===== src/rtl/uart_pkg.sv =====
// Shared types and constants for the configurable UART transmitter.
package uart_pkg;

  typedef enum logic [2:0] {
    ST_IDLE,
    ST_START,
    ST_DATA,
    ST_PARITY,
    ST_STOP
  } uart_state_t;

  localparam int PARITY_NONE = 0;
  localparam int PARITY_ODD  = 1;
  localparam int PARITY_EVEN = 2;

endpackage


===== src/rtl/uart_tx_cfg_if.sv =====
// Request/status bundle between a frame producer and uart_tx_cfg.
interface uart_tx_cfg_if #(
  parameter int DATA_BITS = 8
) ();

  // Handshake: send acts as valid and ~busy as ready. A request is taken on
  // the rising edge where send=1 and the transmitter is idle; requests made
  // while busy=1 are dropped, never queued. data is captured on that edge.
  logic                 send;
  logic [DATA_BITS-1:0] data;
  logic                 tx;
  logic                 busy;
  logic                 tx_done;

  modport master (
    output send,
    output data,
    input  tx,
    input  busy,
    input  tx_done
  );

  modport slave (
    input  send,
    input  data,
    output tx,
    output busy,
    output tx_done
  );

endinterface


===== src/rtl/uart_baud_gen.sv =====
// Bit-period timer: tick marks the last clock of each bit period.
module uart_baud_gen #(
  parameter int CLKS_PER_BIT = 2
) (
  input  logic clk,
  input  logic rst,
  input  logic clear,
  output logic tick
);

  localparam int CW = (CLKS_PER_BIT > 1) ? $clog2(CLKS_PER_BIT) : 1;

  logic [CW-1:0] cnt;

  always_ff @(posedge clk) begin
    if (rst || clear) begin
      cnt <= '0;
    end else begin
      cnt <= cnt + 1'b1;
    end
  end

  assign tick = (cnt == CW'(CLKS_PER_BIT - 1));

endmodule


===== src/rtl/uart_tx_cfg.sv =====
// Configurable UART transmitter: start bit, 5..9 data bits LSB first,
// optional odd/even parity, 1 or 2 stop bits.
module uart_tx_cfg
  import uart_pkg::*;
#(
  parameter int CLK_FREQ  = 50_000_000,
  parameter int BAUD_RATE = 115_200,
  parameter int DATA_BITS = 8,
  parameter int PARITY    = 0,
  parameter int STOP_BITS = 1
) (
  input  logic          clk,
  input  logic          rst,
  uart_tx_cfg_if.slave  bus,
  output uart_state_t   dbg_state
);

  localparam int CLKS_PER_BIT = CLK_FREQ / BAUD_RATE;
  localparam int IDX_W        = $clog2(DATA_BITS);

  if (CLKS_PER_BIT < 2) begin : g_bad_rate
    $error("uart_tx_cfg: CLK_FREQ/BAUD_RATE must be at least 2");
  end
  if (DATA_BITS < 5 || DATA_BITS > 9) begin : g_bad_width
    $error("uart_tx_cfg: DATA_BITS must be 5..9");
  end
  if (PARITY != PARITY_NONE && PARITY != PARITY_ODD && PARITY != PARITY_EVEN) begin : g_bad_parity
    $error("uart_tx_cfg: PARITY must be 0, 1 or 2");
  end
  if (STOP_BITS != 1 && STOP_BITS != 2) begin : g_bad_stop
    $error("uart_tx_cfg: STOP_BITS must be 1 or 2");
  end

  uart_state_t          state;
  logic [DATA_BITS-1:0] shift;
  logic                 par_bit;
  logic [IDX_W-1:0]     bit_idx;
  logic                 stop_idx;
  logic                 tick;
  logic                 clear;

  // Every non-idle state change happens on a tick, so clearing on tick and
  // holding in IDLE restarts the bit timer at 0 on each state change.
  assign clear = (state == ST_IDLE) || tick;

  uart_baud_gen #(
    .CLKS_PER_BIT(CLKS_PER_BIT)
  ) u_baud (
    .clk   (clk),
    .rst   (rst),
    .clear (clear),
    .tick  (tick)
  );

  always_ff @(posedge clk) begin
    if (rst) begin
      state       <= ST_IDLE;
      bus.tx      <= 1'b1;
      bus.busy    <= 1'b0;
      bus.tx_done <= 1'b0;
      shift       <= '0;
      par_bit     <= 1'b0;
      bit_idx     <= '0;
      stop_idx    <= 1'b0;
    end else begin
      bus.tx_done <= 1'b0;
      case (state)
        ST_IDLE: begin
          bus.tx   <= 1'b1;
          bus.busy <= 1'b0;
          bit_idx  <= '0;
          stop_idx <= 1'b0;
          if (bus.send) begin
            state    <= ST_START;
            bus.tx   <= 1'b0;
            bus.busy <= 1'b1;
            shift    <= bus.data;
            par_bit  <= (PARITY == PARITY_EVEN) ? ^bus.data : ~(^bus.data);
          end
        end
        ST_START: begin
          if (tick) begin
            state  <= ST_DATA;
            bus.tx <= shift[0];
          end
        end
        ST_DATA: begin
          if (tick) begin
            if (bit_idx == IDX_W'(DATA_BITS - 1)) begin
              if (PARITY != PARITY_NONE) begin
                state  <= ST_PARITY;
                bus.tx <= par_bit;
              end else begin
                state  <= ST_STOP;
                bus.tx <= 1'b1;
              end
            end else begin
              bit_idx <= bit_idx + 1'b1;
              shift   <= shift >> 1;
              bus.tx  <= shift[1];
            end
          end
        end
        ST_PARITY: begin
          if (tick) begin
            state  <= ST_STOP;
            bus.tx <= 1'b1;
          end
        end
        ST_STOP: begin
          if (tick) begin
            if (stop_idx == 1'(STOP_BITS - 1)) begin
              state       <= ST_IDLE;
              bus.busy    <= 1'b0;
              bus.tx_done <= 1'b1;
            end else begin
              stop_idx <= stop_idx + 1'b1;
            end
          end
        end
        default: begin
          state    <= ST_IDLE;
          bus.tx   <= 1'b1;
          bus.busy <= 1'b0;
        end
      endcase
    end
  end

  assign dbg_state = state;

endmodule


===== src/flat_wrapper.sv =====
// flat-port wrapper written by rule: the top's interface ports become plain ports
module uart_tx_cfg_flat import uart_pkg::*;
#(
  parameter int CLK_FREQ  = 50_000_000,
  parameter int BAUD_RATE = 115_200,
  parameter int DATA_BITS = 8,
  parameter int PARITY    = 0,
  parameter int STOP_BITS = 1
)
  (clk, rst, dbg_state, bus_send, bus_data, bus_tx, bus_busy, bus_tx_done);
  uart_tx_cfg_if #(.DATA_BITS(DATA_BITS)) bus_i ();
  input  logic clk;
  input  logic rst;
  output uart_state_t dbg_state;
  input wire logic [$bits(bus_i.send)-1:0] bus_send;
  input wire logic [$bits(bus_i.data)-1:0] bus_data;
  output wire logic [$bits(bus_i.tx)-1:0] bus_tx;
  output wire logic [$bits(bus_i.busy)-1:0] bus_busy;
  output wire logic [$bits(bus_i.tx_done)-1:0] bus_tx_done;
  assign bus_i.send = bus_send;
  assign bus_i.data = bus_data;
  assign bus_tx = bus_i.tx;
  assign bus_busy = bus_i.busy;
  assign bus_tx_done = bus_i.tx_done;
  uart_tx_cfg #(.CLK_FREQ(CLK_FREQ), .BAUD_RATE(BAUD_RATE), .DATA_BITS(DATA_BITS), .PARITY(PARITY), .STOP_BITS(STOP_BITS)) u_core (.clk(clk), .rst(rst), .bus(bus_i), .dbg_state(dbg_state));
endmodule

===== config.mk =====
export PLATFORM = sky130hd
export DESIGN_NAME = uart_tx_cfg_flat
export DESIGN_NICKNAME = d
export VERILOG_FILES = /design/src/rtl/uart_pkg.sv /design/src/rtl/uart_tx_cfg_if.sv /design/src/rtl/uart_baud_gen.sv /design/src/rtl/uart_tx_cfg.sv /design/src/flat_wrapper.sv
export SDC_FILE = /design/constraint.sdc
export NUM_CORES = 1
export LEC_CHECK = 0
export ABC_AREA = 1
export CORE_AREA = 2 2 66 68
export CTS_CLUSTER_DIAMETER = 120
export CTS_CLUSTER_SIZE = 24
export DETAILED_ROUTE_END_ITERATION = 12
export DIE_AREA = 0 0 68 70
export PLACE_DENSITY = 0.52
export SYNTH_ARGS = -nofsm -noshare
export SYNTH_HDL_FRONTEND = slang
export SYNTH_SLANG_ARGS = --single-unit
export TNS_END_PERCENT = 20

===== constraint.sdc =====
create_clock -name clk -period 1.45 [get_ports clk]
set_input_delay 0.29 -clock clk [delete_from_list [all_inputs] [get_ports clk]]
set_output_delay 0.29 -clock clk [all_outputs]
set_load 0.02 [all_outputs]

==> impl_metrics.toml <==
[yosys]
synth_area_leaders = "dfxtp_1 38%, nand2_1 13%, nor2_1 11%"
synth_top_area_share_pct = 38.3
async_flop_share_pct = 0
syn_avg_cell_area_sq_um = 7.07
syn_area_sq_um = 1360
yosysSeqAreaShare_pct = 38.3
synth.most_common_cell = "nand2_1"
synthDistinctLibCells = 26
synthTopCellsByCount = "47 x nand2_1, 38 x nor2_1, 26 x dfxtp_1, 19 x inv_1, 11 x o21ai_0"
ys_warn_count = 0
yosys_most_used_dff = "dfxtp_1"
syn-instance-count = 192
synth_seq_cells = 26
synth-edff-count = 0
synth_nets = 207
synth_top_cell_by_area = "dfxtp_1"

[timing]
fin_skew_ns = 0.00991
slew_violations = 0
setup_ws_ns = 0.105
fmax_ghz = 0.743
tightest_slew_ns = 0.261
fin_crit_sh_pct = 92.8
finalSetupViolations = 0
hold_viol_final = 0
rsz0062_at_grt = "true"
period_needed_ns = 1.35
slew_headroom_pct = 82.5

[clocking]
cts-root-buf = "clkbuf_8"
clk-insertion-delay-late_ns = 0.28
numCtsBuffers = 3
cts.path.max_buffers = 2
clk_pin_slew_ns = 0.10
cts_tree = "built"
clkSinkCount = 26
htreeDepth = 1

[floorplanning]
fp-row-count = 24
die_h_um = 70
start_util_pct = 32.8
die_w_um = 68
die_area_sq_um = 4760
io_pins = 17
core_sq_um = 4140

[grt]
grt_overflow = 0
grt_max_degree = 16
grt_antenna_before_repair = 0
grt_pass1_wl_mm = 4.17
grt_usage_pct = 11.6
first_global_vias = 1016

[layout]
layout.cells.non_filler = 273
diodes = 0
drive_gt1_share_pct = 25.3
final_area_sq_um = 1820
fin_util_pct = 43.8
area_delta_synth_final_pct = 33.8
fillers = 448
nNetsFinal = 237

[setup_path]
required_ns = 1.67
crit_arrival_ns = 1.56
r2r_setup_slack_ns = 0.10
end_kind = "register"
cp-start-kind = "register"
crit_type = "reg -> reg"
cp_max_fo = 8

[place]
place_congestion = 0.810
hpwl_mm = 1.88
placed_area_sq_um = 1630
portBuffers = 16
post-place-ws_ns = -0.135
placed_cells = 265

[power_and_ir_drop]
pwr_density_cell_nw_per_um2 = 1770
ir_drop_v = 0.00101
p_total_uw = 3220
leakage_uw = 0.000826

[routing]
drt_iter0_drc = 24
post-route-drc-count = 0
routed_wirelength_mm = 2.60
wl_per_cell_um = 9.51
wl_met3_um = 72
num_vias = 1173
viasPerCell = 4.30
wirelength_met1_mm = 1.22
drt_first_pass_iters = 4
highest_layer = "met4"
final_antenna_net_count = 0
dr_wl_met2_mm = 1.27

[run_status]
status = "finished clean"

[run]
cap_violations = 0

[hold_path]
hold_path.class = "reg -> reg"
sequential cells by signal, indices dropped and copies added (netlist names):
signal and flops:
u_core.u_baud.cnt 9, u_core.shift 8, u_core.bit_idx 3, u_core.dbg_state 3
u_core.bus.busy 1, u_core.bus.tx 1, u_core.bus.tx_done 1
routing by layer:
metal | GRT usage (%) | up-vias
met2 | 19.0 | 11
li1 | - | 652
met4 | 4.67 | 0
met3 | 3.86 | 2
met1 | 13.5 | 508
met5 | 0 | -
power by group:
group          switching [uW]  internal, uW
clock                     243           370
combinational             985           605
sequential                116           906
worst paths after layout:
kind / depth (start not counted) / startpoint / end
max: 9 / u_core.bit_idx[1] / u_core.shift[4]
min: 1 / u_core.u_baud.cnt[0] / u_core.u_baud.cnt[0]
max reg2reg: 9 / u_core.bit_idx[1] / u_core.shift[4]
min reg2reg: 1 / u_core.u_baud.cnt[0] / u_core.u_baud.cnt[0]
cell usage in the layout (no fill, tap or decap), types with 4 or more instances in the layout:
master,count
nand2_1,44
nor2_1,35
dfxtp_1,22
inv_1,16
o21ai_0,10
clkdlybuf4s50_1,10
buf_4,10
nor2_2,8
nand2_4,7
nand2_2,6
dlygate4sd2_1,6
inv_2,5
nor3_1,4
nand3_1,4
xor2_1,4
cells by family after synthesis:
family / Yosys count / share of synthesized area, %
AND/OR/NAND/NOR: 116 / 40.7
flip-flops: 26 / 38.3
AO/OA/AOI/OAI: 15 / 5.71
adder cells (fa/ha/maj): 4 / 3.69
XOR/XNOR: 5 / 3.23
buffers and inverters: 26 / 8.29
critical path, stage by stage (launching register included):
cell     delay [ns]
dfxtp_2        0.34
ha_4           0.16
ha_4           0.15
inv_2          0.06
nand3_4        0.08
nand2_4        0.12
nand3_4        0.14
nand2_2        0.10
nand2_1        0.04
nor2_1         0.09
cell type report:
cell class,instances,area [sq um],area share [%]
Clock buffer,3,41.3,2.27
Multi-Input combinational cell,141,817,45.0
Timing Repair Buffer,27,248,13.6
Clock inverter,1,30.0,1.65
Inverter,23,87.6,4.82
Tap cell,52,65.1,3.58
Sequential cell,26,528,29.1
stage by stage:
step	hold WS, ns	TNS, ns
final	0.458	0
after global routing	0.482	-0.0378
after CTS	0.464	-0.486
after detailed placement	0.451	-1.42
after global placement	0.450	-1.26
after floorplan	0.359	0
repair_timing:
item / CTS / global route
gates resized for setup: 7 / 25
hold buffers: 0 / 0
gates cloned: 0 / 1
buffers inserted: 0 / 3
endpoints found under the setup margin: 15 / 16
pin swaps: 2 / 10
Power figures use the tool's default switching activity.
